[src/rtl/mer_ratio_calc.sv]
// MER ratio calculator: captures averaged signal power and error power at each
// LFSR cycle start and divides them with a multi-cycle restoring divider.
// Optional macro MER_RATIO_LOG2_EN adds a piecewise-linear log2 output ratio_log2.
module mer_ratio_calc #(
  parameter int unsigned FRAC_BITS = 14,
  parameter int unsigned DEN_SHIFT = 0,
  localparam int unsigned RW       = 18 + FRAC_BITS
) (
  input  logic          sys_clk,
  input  logic          reset,
  input  logic          sym_clk_en,
  input  logic          clr_acc,
  input  logic [17:0]   map_out_pwr,
  input  logic [55:0]   err_square,
  output logic [RW-1:0] ratio,
  output logic          ratio_valid,
  output logic          busy,
  output logic          div_by_zero,
  output logic          missed_start
`ifdef MER_RATIO_LOG2_EN
  ,
  output logic [7:0]    ratio_log2
`endif
);

  localparam int unsigned PW   = 18;
  localparam int unsigned EW   = 56;
  localparam int unsigned REMW = RW + EW;
  localparam int unsigned CW   = $clog2(RW + 1);

  typedef enum logic {
    S_IDLE = 1'b0,
    S_DIV  = 1'b1
  } state_t;

  state_t          r_state, w_state_nxt;
  logic [REMW-1:0] r_rem, w_rem_nxt;
  logic [RW-1:0]   r_quo, w_quo_nxt;
  logic [EW-1:0]   r_den, w_den_nxt;
  logic [CW-1:0]   r_cnt, w_cnt_nxt;
  logic [RW-1:0]   r_ratio, w_ratio_nxt;
  logic            r_valid, w_valid_nxt;
  logic            r_busy, w_busy_nxt;
  logic            r_dbz, w_dbz_nxt;
  logic            r_missed, w_missed_nxt;

  logic            w_start;
  logic [RW-1:0]   w_num;
  logic [EW-1:0]   w_den_in;
  logic [REMW-1:0] w_rem_sh;
  logic            w_ge;
  logic [REMW-1:0] w_rem_step;
  logic [RW-1:0]   w_quo_step;

  assign w_start  = clr_acc & sym_clk_en;
  // Negative power is meaningless here, clamp it to zero
  assign w_num    = map_out_pwr[PW-1] ? '0 : {map_out_pwr, FRAC_BITS'(0)};
  assign w_den_in = err_square >> DEN_SHIFT;

  // One restoring-division step on {rem, quo}
  assign w_rem_sh   = {r_rem[REMW-2:0], r_quo[RW-1]};
  assign w_ge       = (w_rem_sh >= {RW'(0), r_den});
  assign w_rem_step = w_ge ? (w_rem_sh - {RW'(0), r_den}) : w_rem_sh;
  assign w_quo_step = {r_quo[RW-2:0], w_ge};

`ifdef MER_RATIO_LOG2_EN
  logic [7:0] r_log2, w_log2_nxt;

  // Leading-one index in the upper 5 bits, next 3 bits below it as mantissa
  function automatic logic [7:0] f_log2(input logic [RW-1:0] x);
    logic [4:0]    idx;
    logic [RW-1:0] norm;
    idx = '0;
    for (int i = 0; i < int'(RW); i++) begin
      if (x[i]) idx = 5'(i);
    end
    norm = x << (RW - 1 - 32'(idx));
    return {idx, 3'(norm >> (RW - 4))};
  endfunction
`endif

  always_comb begin
    w_state_nxt  = r_state;
    w_rem_nxt    = r_rem;
    w_quo_nxt    = r_quo;
    w_den_nxt    = r_den;
    w_cnt_nxt    = r_cnt;
    w_ratio_nxt  = r_ratio;
    w_valid_nxt  = 1'b0;
    w_busy_nxt   = r_busy;
    w_dbz_nxt    = r_dbz;
    w_missed_nxt = r_missed;
`ifdef MER_RATIO_LOG2_EN
    w_log2_nxt   = r_log2;
`endif
    case (r_state)
      S_IDLE: begin
        if (w_start) begin
          if (w_den_in == '0) begin
            w_ratio_nxt = '1;
            w_dbz_nxt   = 1'b1;
            w_valid_nxt = 1'b1;
`ifdef MER_RATIO_LOG2_EN
            w_log2_nxt  = 8'hFF;
`endif
          end else begin
            w_dbz_nxt   = 1'b0;
            w_rem_nxt   = '0;
            w_quo_nxt   = w_num;
            w_den_nxt   = w_den_in;
            w_cnt_nxt   = CW'(RW);
            w_busy_nxt  = 1'b1;
            w_state_nxt = S_DIV;
          end
        end
      end
      S_DIV: begin
        // Operands stay frozen; a start here means the cycle is too short
        if (w_start) w_missed_nxt = 1'b1;
        w_rem_nxt = w_rem_step;
        w_quo_nxt = w_quo_step;
        w_cnt_nxt = r_cnt - CW'(1);
        if (r_cnt == CW'(1)) begin
          w_ratio_nxt = w_quo_step;
          w_valid_nxt = 1'b1;
          w_busy_nxt  = 1'b0;
          w_state_nxt = S_IDLE;
`ifdef MER_RATIO_LOG2_EN
          w_log2_nxt  = f_log2(w_quo_step);
`endif
        end
      end
      default: begin
        w_state_nxt = S_IDLE;
        w_busy_nxt  = 1'b0;
      end
    endcase
  end

  always_ff @(posedge sys_clk) begin
    if (reset) begin
      r_state  <= S_IDLE;
      r_rem    <= '0;
      r_quo    <= '0;
      r_den    <= '0;
      r_cnt    <= '0;
      r_ratio  <= '0;
      r_valid  <= 1'b0;
      r_busy   <= 1'b0;
      r_dbz    <= 1'b0;
      r_missed <= 1'b0;
`ifdef MER_RATIO_LOG2_EN
      r_log2   <= '0;
`endif
    end else begin
      r_state  <= w_state_nxt;
      r_rem    <= w_rem_nxt;
      r_quo    <= w_quo_nxt;
      r_den    <= w_den_nxt;
      r_cnt    <= w_cnt_nxt;
      r_ratio  <= w_ratio_nxt;
      r_valid  <= w_valid_nxt;
      r_busy   <= w_busy_nxt;
      r_dbz    <= w_dbz_nxt;
      r_missed <= w_missed_nxt;
`ifdef MER_RATIO_LOG2_EN
      r_log2   <= w_log2_nxt;
`endif
    end
  end

  assign ratio        = r_ratio;
  assign ratio_valid  = r_valid;
  assign busy         = r_busy;
  assign div_by_zero  = r_dbz;
  assign missed_start = r_missed;
`ifdef MER_RATIO_LOG2_EN
  assign ratio_log2   = r_log2;
`endif

endmodule
[config.mk]
export PLATFORM = sky130hd
export DESIGN_NAME = mer_ratio_calc
export DESIGN_NICKNAME = d
export VERILOG_FILES = /design/src/rtl/mer_ratio_calc.sv
export SDC_FILE = /design/constraint.sdc
export NUM_CORES = 1
export LEC_CHECK = 0
export ABC_AREA = 1
export CELL_PAD_IN_SITES_DETAIL_PLACEMENT = 0
export CELL_PAD_IN_SITES_GLOBAL_PLACEMENT = 1
export CORE_ASPECT_RATIO = 1.5
export CORE_MARGIN = 10
export CORE_UTILIZATION = 45
export DETAILED_ROUTE_END_ITERATION = 16
export PLACE_DENSITY = 0.95
export REMOVE_ABC_BUFFERS = 1
export SETUP_SLACK_MARGIN = 0.1
export SLEW_MARGIN = 20
export SYNTH_ARGS = -nofsm -noshare
export SYNTH_HDL_FRONTEND = slang
export SYNTH_SLANG_ARGS = --single-unit
[constraint.sdc]
create_clock -name sys_clk -period 5.3 [get_ports sys_clk]
set_input_delay 1.06 -clock sys_clk [delete_from_list [all_inputs] [get_ports sys_clk]]
set_output_delay 1.06 -clock sys_clk [all_outputs]
set_load 0.03 [all_outputs]
==> results.json, run 1 <==
{
  "status": "complete, no violations",
  "regArea_um2": 4370,
  "dr.first_iter.drc_count": 1057,
  "setup_viol": 0,
  "ctsHoldBuffers": 0,
  "synthCells": 2778,
  "startpoint": "r_quo[31]",
  "ys_ff_latch": 218,
  "grtUsageTotal_pct": 26.7,
  "grt_max_degree": 115,
  "area_growth_pct": 12.7,
  "core_area_um2": 36600,
  "rsz0062_at_grt": "no",
  "clk_path_buf_depth": 3,
  "p_leak_nw": 9.25,
  "clock.fmax_ghz": 0.259,
  "cts_resized": 0,
  "critPathMaxFanout": 43,
  "final_util_pct": 51.0,
  "route.vias.total": 17200,
  "crit_path_end_kind": "register",
  "clock-root-buffer": "clkbuf_16",
  "hold_class": "reg2reg",
  "dieArea_um2": 45000,
  "fp-row-count": 86,
  "final_area_um2": 18700,
  "dieHeight_um": 255,
  "netlist_area_um2": 16600,
  "grt_pass1_wl_um": 94100,
  "fin_nets": 2970,
  "fin_worst_skew_ns": 0.0226,
  "grt-ovfl-total": 0,
  "drc": 0,
  "routed_wl_um": 61600,
  "antenna_found_initial": 0,
  "synth_area_per_cell_um2": 5.96,
  "post-route-period-util_pct": 72.8,
  "startpoint_type": "register",
  "hpwlAfterDp_um": 49800,
  "synth_cell_types": 43,
  "powerDensity_nw_per_um2": 524,
  "worstSetupPathType": "reg2reg",
  "cts_setup_buffers": 0,
  "cts.clk_slew.worst_paths_ns": 0.07,
  "start_util_pct": 45.3,
  "ant_nets": 0,
  "numCtsBuffers": 23,
  "die_w_um": 177,
  "clk_latency_ns": 0.56,
  "yosysWarnings": 0,
  "cts_num_sinks": 218,
  "multi_input_area_um2": 9900,
  "final_max_slew_viol_count": 0,
  "irDropWorstVdd_uv": 607,
  "fillers": 3949,
  "pin_count": 114,
  "firstDrtPassIters": 7,
  "min_from": "r_den[11]",
  "yosysSeqAreaShare_pct": 26.4,
  "cap_violations": 0,
  "routed_via_density": 5.16,
  "gp_congestion": 0.992,
  "worst_pin_slew_ns": 1.08,
  "hold_viol": 0,
  "port_buffers": 113,
  "relSlewSlack_pct": 27.7,
  "grt_pass1_vias": 16600,
  "worstReg2RegStart": "r_quo[31]",
  "htreeDepth": 1,
  "drive_above_1_share_pct": 6.88,
  "diodes": 0,
  "wire_per_inst_um": 18.5,
  "cts_tree": "built",
  "arrival_ns": 4.34,
  "required_ns": 5.78,
  "dpl-instance-area_um2": 17900,
  "timing.final.crit_period_ns": 3.86
}
## critical path, cell delays in order (launching register included)
cell	delay, ns
dfxtp_1	0.32
inv_1	0.06
ha_1	0.19
inv_1	0.10
fa_1	0.37
nand3_2	0.15
nand3_4	0.13
nand2_1	0.08
nand2_2	0.10
nand2_2	0.06
nand2_2	0.15
nand2_2	0.09
nand2_4	0.11
nand2_4	0.09
inv_2	0.08
nor2_4	0.04
nand2_4	0.57
nand2_2	0.55
nor2_1	0.26
nor2_1	0.07
nor2_1	0.08
## layer usage
metal	wire length (um)	global-route usage, %
met4	2910	11.8
met3	2530	3.07
met2	32200	50.1
met1	23900	29.4
met5	0	0
## Yosys cell counts, drive strengths merged
| cell type | instances | area (um2) |
|---|---|---|
| xnor2 | 9 | 78.8 |
| nand4 | 95 | 594 |
| nand3 | 186 | 1250 |
| nor2 | 346 | 1360 |
| nor2b | 1 | 6.26 |
| dfxtp | 218 | 4360 |
| clkbuf | 52 | 195 |
| inv | 467 | 1750 |
| a31oi | 18 | 113 |
| nor3 | 27 | 163 |
| nand2 | 895 | 3420 |
| o211ai | 17 | 128 |
| o21a | 1 | 7.51 |
| a21oi | 145 | 846 |
| nand3b | 18 | 135 |
| ha | 58 | 726 |
| clkinv | 4 | 15.0 |
| o21bai | 2 | 15.0 |
| nor4 | 17 | 106 |
| fa | 1 | 20.0 |
| xor2 | 35 | 307 |
| o21ai | 118 | 594 |
| buf | 46 | 348 |
| or2 | 1 | 6.26 |
| a211oi | 1 | 7.51 |
## registers in the layout, indices dropped and copies added (netlist names)
name and flops:
ratio_valid 1, ratio 32, r_quo 32, r_den 56, busy 1, r_rem 87
div_by_zero 1, r_cnt 6, r_state 1, missed_start 1
## final cells by class
cell class | count | share of cell area, %
clock inverters | 10 | 0.630
well taps | 484 | 3.24
flip-flops and latches | 218 | 23.4
multi-input cells | 1991 | 53.0
clock buffers | 30 | 3.38
repair buffers | 128 | 6.84
inverters | 471 | 9.48
## cells in the final DEF (no fill, tap or decap), types with 3 or more instances in the layout
cell type | Yosys | final
inv_2 | 9 | 10
clkbuf_16 | 0 | 23
nand3_2 | 61 | 61
nor2_2 | 10 | 10
nand4_1 | 95 | 95
inv_1 | 458 | 457
ha_1 | 58 | 58
clkdlybuf4s50_1 | 0 | 112
inv_6 | 0 | 3
a31oi_1 | 18 | 18
nor3_1 | 24 | 24
nand2_1 | 877 | 876
nor2_4 | 5 | 5
nor2_1 | 331 | 331
xnor2_1 | 9 | 9
clkbuf_1 | 52 | 4
buf_4 | 4 | 12
nand3b_1 | 18 | 18
a21oi_2 | 29 | 29
clkinv_2 | 0 | 3
dfxtp_1 | 218 | 217
buf_12 | 6 | 3
o21ai_0 | 115 | 115
clkbuf_8 | 0 | 3
nor4_1 | 17 | 17
nand2_2 | 14 | 15
nand3_1 | 124 | 123
xor2_1 | 35 | 35
a21oi_1 | 115 | 115
o211ai_1 | 17 | 17
clkinv_1 | 4 | 3
nand2_4 | 4 | 4
## final timing paths
| path | to | slack, ns | cells past startpoint |
|---|---|---|---|
| worst max register to register | r_rem[40] | 1.44 | 20 |
| worst max-delay path | r_rem[40] | 1.44 | 20 |
| worst min register to register | r_den[11] | 0.46 | 2 |
| worst min-delay path | r_den[11] | 0.46 | 2 |
## per-stage QoR
stage                     power, W  hold slack, ns  TNS (ns)  instances  setup WS [ns]
after floorplan            0.00603           0.429   -621.18       2680          -3.89
after global placement     0.00806           0.442         0       3292           1.34
after detailed placement   0.00807           0.444         0       3292           1.24
after CTS                  0.00976           0.462         0       3332           1.47
after global routing        0.0105           0.486         0       3332           1.14
final                      0.00978           0.461         0       3332           1.44
## power by group
part           switching, W  leakage [nW]  internal (W)  total [W]
combinational       0.00448          7.10       0.00164    0.00613
clock              0.000725         0.368      0.000942    0.00167
sequential         0.000162          1.78       0.00182    0.00198
total               0.00537          9.25       0.00441    0.00978
## logic make-up (layout without fill, tap and decap cells)
kind of cell | count (synthesis) | in the layout | share of synthesized area [%]
xor gates and xnor gates | 44 | 44 | 2.33
and+or+nand+nor | 1586 | 1586 | 42.5
adders and majority gates | 59 | 59 | 4.50
AOI/OAI and AO/OA | 302 | 302 | 10.3
DFF | 218 | 218 | 26.4
buffers and inverters | 569 | 639 | 14.0
No activity file was read; power rests on OpenSTA's default activity.
==> inputs of run 2 (changes only) <==
--- a/config.mk
+++ b/config.mk
@@ -10,9 +10,9 @@
 export CELL_PAD_IN_SITES_GLOBAL_PLACEMENT = 1
 export CORE_ASPECT_RATIO = 1.5
 export CORE_MARGIN = 10
-export CORE_UTILIZATION = 45
+export CORE_UTILIZATION = 38
 export DETAILED_ROUTE_END_ITERATION = 16
-export PLACE_DENSITY = 0.95
+export PLACE_DENSITY = 0.9
 export REMOVE_ABC_BUFFERS = 1
 export SETUP_SLACK_MARGIN = 0.1
 export SLEW_MARGIN = 20
==> constraint.sdc (replaced) <==
create_clock -name sys_clk -period 3.28 [get_ports sys_clk]
set_input_delay 0.656 -clock sys_clk [delete_from_list [all_inputs] [get_ports sys_clk]]
set_output_delay 0.656 -clock sys_clk [all_outputs]
set_load 0.03 [all_outputs]
==> run 2 against run 1 <==
Against the previous run: flip-flop and latch count stayed put; register-to-register slack worse by 1.1 ns; global-route usage shrank 3.3 points; fmax increased by 30%; sequential power is 63% higher; critical path type unchanged.
==> results.json, run 2 (synthesized netlist as in run 1, its figures left out) <==
{
  "dp_slack_ns": 0.201,
  "start_util_pct": 38.5,
  "die_w_um": 190,
  "final_area_um2": 19300,
  "worst_pin_slew_ns": 0.948,
  "dieHeight_um": 276,
  "dr.first_iter.drc_count": 1229,
  "drc": 0,
  "relSlewSlack_pct": 36.6,
  "p_leak_nw": 9.51,
  "route.vias.total": 17600,
  "grt_max_degree": 109,
  "clock-root-buffer": "clkbuf_16",
  "core_area_um2": 43100,
  "cap_violations": 0,
  "post-route-period-util_pct": 90.6,
  "grt_pass1_wl_um": 96800,
  "fin_nets": 3010,
  "setup_viol": 0,
  "clk_latency_ns": 0.56,
  "grt-ovfl-total": 0,
  "startpoint": "r_quo[31]",
  "worstReg2RegStart": "r_quo[31]",
  "area_growth_pct": 16.4,
  "htreeDepth": 1,
  "gp_congestion": 1.00,
  "holdPathEnd": "ratio[8]",
  "grtUsageTotal_pct": 23.4,
  "reg_top3": "r_rem: 87 flops, r_den: 56 flops",
  "largest-register": "r_rem",
  "cts_tree": "built",
  "timing.final.crit_period_ns": 2.97,
  "routed_via_density": 5.07,
  "cts.clk_slew.worst_paths_ns": 0.06,
  "wire_per_inst_um": 18.6,
  "required_ns": 3.73,
  "arrival_ns": 3.43,
  "rsz0062_at_grt": "no",
  "r2r_end": "r_rem[31]",
  "irDropWorstVdd_uv": 553,
  "ant_nets": 0,
  "fin_worst_skew_ns": 0.0174,
  "final_cell_mix": "876 x nand2_1, 457 x inv_1, 330 x nor2_1",
  "diodes": 0,
  "status": "complete, no violations",
  "startpoint_type": "register",
  "largest_reg_flops": 87,
  "worstSetupPathType": "reg2reg",
  "port_buffers": 113,
  "hold_viol": 0,
  "dpl-instance-area_um2": 18300,
  "r2r_setup_slack_ns": 0.31,
  "routed_wl_um": 64400,
  "numCtsBuffers": 24,
  "hpwlAfterDp_um": 50700,
  "final_cells": 3460,
  "fin_ws_ns": 0.309,
  "ctsHoldBuffers": 0,
  "drive_above_1_share_pct": 8.37,
  "hold_class": "reg2reg",
  "grt_pass1_vias": 17200,
  "powerDensity_nw_per_um2": 857,
  "dp_cells": 3411,
  "cts_num_sinks": 218,
  "pin_count": 114,
  "antenna_found_initial": 0,
  "firstDrtPassIters": 7,
  "fp-row-count": 93,
  "holdPathStages": 2,
  "ff2ff_path_depth": 21,
  "final_common_cell": "nand2_1",
  "min_from": "ratio[8]",
  "clock.fmax_ghz": 0.337,
  "clk_path_buf_depth": 3,
  "dieArea_um2": 52500,
  "final_util_pct": 44.8,
  "crit_path_end_kind": "register",
  "critPathMaxFanout": 24,
  "final_max_slew_viol_count": 0
}
==> run 2: cell types whose count changed in the layout (fill, tap and decap cells not counted), moves of 2 or more <==
| cell | delta |
|---|---|
| clkbuf_1 | -2 |
| bufinv_16 | -2 |
| clkinvlp_4 | +2 |
| buf_6 | +2 |
| buf_12 | +4 |
| clkinv_4 | +2 |
| buf_4 | +27 |
| clkbuf_16 | +6 |
| nand2_8 | +2 |
==> run 2: through the flow <==
step           hold slack, ns  total power (W)  setup TNS, ns
2_1_floorplan           0.429          0.00974       -1061.54
3_3_place_gp            0.439           0.0133              0
3_5_place_dp            0.441           0.0133              0
4_1_cts                 0.456           0.0161              0
5_1_grt                 0.492           0.0176              0
6_report                0.458           0.0165              0
==> run 2: cell type report <==
class                   instances  area [um2]
well taps                     570         713
multi-input cells            1991        9930
flip-flops and latches        218        4370
fillers                      4686       23800
clock inverters                12        90.1
inverters                     471        1770
repair buffers                167        1720
clock buffers                  31         688
==> run 2: worst max-delay path by stage <==
stage,slack (ns),endpoint
final,0.31,r_rem[31]
after detailed placement,0.20,ratio[12]
after floorplan,-5.91,r_quo[31]
after global placement,0.23,r_rem[31]
after global routing,0.10,r_rem[31]
after CTS,0.19,r_rem[41]
==> run 2: worst max-delay path, cell delays in order (launching register included) <==
cell and delay, ns:
dfxtp_1 0.31, inv_1 0.08, ha_1 0.14, inv_1 0.08, fa_2 0.37, nand3_2 0.11, nand3_4 0.12, nand2_1 0.10
nand2_2 0.08, nand2_2 0.07, nand2_2 0.12, nand2_2 0.11, nand2_4 0.08, nand2_4 0.11, inv_2 0.05, nor2_4 0.21
nand2_8 0.16, buf_6 0.24, nand3_1 0.12, nand3_1 0.09, nand2_1 0.07, inv_1 0.05
==> run 2: routing by layer <==
layer | GRT usage, % | vias to the layer above | share of wire [%]
met5 | 0 | - | 0
met4 | 11.6 | 0 | 5.9
met3 | 2.55 | 147 | 4.3
met2 | 43.5 | 475 | 50
met1 | 25.7 | 8045 | 39
li1 | - | 8884 | -
==> run 2: what timing repair did <==
action / 4_1_cts / 5_1_grt
gates resized for setup: 0 / 10
endpoints found under the setup margin: 0 / 39
hold endpoints to repair: 0 / 0
buffers inserted: 0 / 2
==> run 2: report_power, final <==
part | internal (W) | leakage (nW) | total, W | switching [W]
logic | 0.00308 | 7.35 | 0.0106 | 0.00748
registers | 0.00294 | 1.78 | 0.00322 | 0.000272
clock network | 0.00150 | 0.377 | 0.00275 | 0.00125
==> inputs of run 3 (changes only) <==
--- a/config.mk
+++ b/config.mk
@@ -11,6 +11,8 @@
 export CORE_ASPECT_RATIO = 1.5
 export CORE_MARGIN = 10
 export CORE_UTILIZATION = 38
+export CTS_CLUSTER_DIAMETER = 40
+export CTS_CLUSTER_SIZE = 40
 export DETAILED_ROUTE_END_ITERATION = 16
 export PLACE_DENSITY = 0.9
 export REMOVE_ABC_BUFFERS = 1
==> run 3 against run 2 <==
Against the previous run: non-clock buffer count unchanged; critical path type unchanged; routed wire length down 0.27%; design area is 1.5% higher; first-iteration DRC count down 11%; global-route usage hardly changed.
==> results.json, run 3 (synthesized netlist as in run 1, its figures left out) <==
{
  "numCtsBuffers": 31,
  "setup_viol": 0,
  "p_leak_nw": 9.65,
  "worst_pin_slew_ns": 0.959,
  "regArea_um2": 4370,
  "met1_usage_pct": 25.8,
  "hold_viol": 0,
  "arrival_ns": 3.53,
  "firstDrtPassIters": 8,
  "final_util_pct": 45.4,
  "ctsHoldBuffers": 0,
  "htreeDepth": 1,
  "fp-row-count": 93,
  "pin_count": 114,
  "multi_input_area_um2": 9930,
  "required_ns": 3.80,
  "busiest_layer": "met2",
  "post-route-period-util_pct": 91.8,
  "clock-root-buffer": "clkbuf_16",
  "cts_tree": "built",
  "dieArea_um2": 52500,
  "clk_path_buf_depth": 3,
  "routed_via_density": 5.06,
  "routed_wl_um": 64200,
  "clock.fmax_ghz": 0.332,
  "cap_violations": 0,
  "grt-ovfl-total": 0,
  "fin_nets": 3017,
  "antenna_found_initial": 0,
  "wire_per_inst_um": 18.5,
  "critPathMaxFanout": 28,
  "status": "complete, no violations",
  "dpl-instance-area_um2": 18300,
  "port_buffers": 113,
  "cts.clk_slew.worst_paths_ns": 0.06,
  "timing.final.crit_period_ns": 3.01,
  "diodes": 0,
  "startpoint_type": "register",
  "fin_worst_skew_ns": 0.0109,
  "hold_class": "reg2reg",
  "use_met3_pct": 2.60,
  "area_growth_pct": 18.1,
  "rsz0062_at_grt": "yes",
  "final_area_um2": 19600,
  "start_util_pct": 38.5,
  "dieHeight_um": 276,
  "dr.first_iter.drc_count": 1089,
  "route.vias.total": 17600,
  "drc": 0,
  "core_area_um2": 43100,
  "final_max_slew_viol_count": 0,
  "grt_pass1_vias": 17400,
  "grtUsageTotal_pct": 23.4,
  "die_w_um": 190,
  "clk_latency_ns": 0.58,
  "fillers": 4657,
  "grt_pass1_wl_um": 96900,
  "hpwlAfterDp_um": 50700,
  "irDropWorstVdd_uv": 593,
  "final_common_cell": "nand2_1",
  "grt_util_met2_pct": 42.8,
  "drive_above_1_share_pct": 8.72,
  "final_cell_mix": "876 x nand2_1, 457 x inv_1, 330 x nor2_1",
  "worstSetupPathType": "reg2reg",
  "gp_congestion": 1.00,
  "crit_path_end_kind": "register",
  "powerDensity_nw_per_um2": 881,
  "largest_reg_flops": 87,
  "reg_top3": "r_rem: 87 flops, r_den: 56 flops",
  "largest-register": "r_rem",
  "ant_nets": 0,
  "cts_num_sinks": 218,
  "relSlewSlack_pct": 35.8,
  "grt_max_degree": 109
}
==> run 3: cell count changes in the layout (fill, tap and decap cells not counted), sizes merged <==
cell,before,now
inv,471,479
clkbuf,35,42
clkinvlp,3,2
bufinv,0,2
clkinv,9,6
==> run 3: path summary, 6_finish.rpt <==
path	start	to	slack [ns]	cells past startpoint
worst max-delay path	r_quo[31]	r_rem[35]	0.27	21
worst min-delay path	ratio[31]	ratio[31]	0.46	2
worst max register to register	r_quo[31]	r_rem[35]	0.27	21
worst min register to register	ratio[31]	ratio[31]	0.46	2
==> run 3: critical path: stages, from the launching register on <==
cell       delay, ns
dfxtp_1         0.31
inv_1           0.08
ha_1            0.14
inv_1           0.07
fa_1            0.42
nand3_2         0.12
nand3_4         0.12
nand2_1         0.10
nand2_2         0.08
nand2_2         0.08
nand2_4         0.09
nand2_2         0.10
nand2_4         0.08
nand2_4         0.12
inv_2           0.05
nor2_4          0.20
buf_4           0.18
clkbuf_16       0.22
nand4_1         0.11
nand2_1         0.10
nor2_1          0.05
nor2_1          0.08
==> run 3: layer usage <==
| metal | vias up | share of wire, % | wire [um] |
|---|---|---|---|
| met2 | 441 | 50 | 32200 |
| met5 | - | 0 | 0 |
| met3 | 154 | 4.1 | 2610 |
| met1 | 8064 | 40 | 25400 |
| met4 | 0 | 6.3 | 4020 |
| li1 | 8907 | - | - |
==> run 3: final cells by class <==
type                    instances  share of cell area, %
clock buffers                  38                   4.30
clock inverters                18                   1.07
inverters                     471                   9.05
multi-input cells            1991                   50.8
flip-flops and latches        218                   22.3
well taps                     570                   3.65
repair buffers                167                   8.83
==> run 3: stage by stage <==
| stage | power [W] | setup WS, ns | hold slack [ns] | setup TNS, ns | instances |
|---|---|---|---|---|---|
| 2_1_floorplan | 0.00974 | -5.91 | 0.429 | -1061.54 | 2680 |
| 3_3_place_gp | 0.0133 | 0.225 | 0.439 | 0 | 3411 |
| 3_5_place_dp | 0.0133 | 0.201 | 0.441 | 0 | 3411 |
| 4_1_cts | 0.0168 | 0.202 | 0.456 | 0 | 3467 |
| 5_1_grt | 0.0184 | 0.0933 | 0.492 | 0 | 3473 |
| 6_report | 0.0172 | 0.268 | 0.458 | 0 | 3473 |
==> run 3: repair_timing <==
item	4_1_cts	5_1_grt
endpoints found under the setup margin	0	48
resized for setup	0	11
setup buffers	0	2
==> run 3: where the power goes <==
part,internal [W],switching (W),total (W)
Combinational,0.00310,0.00750,0.0106
Sequential,0.00295,0.000271,0.00322
Clock,0.00202,0.00140,0.00342
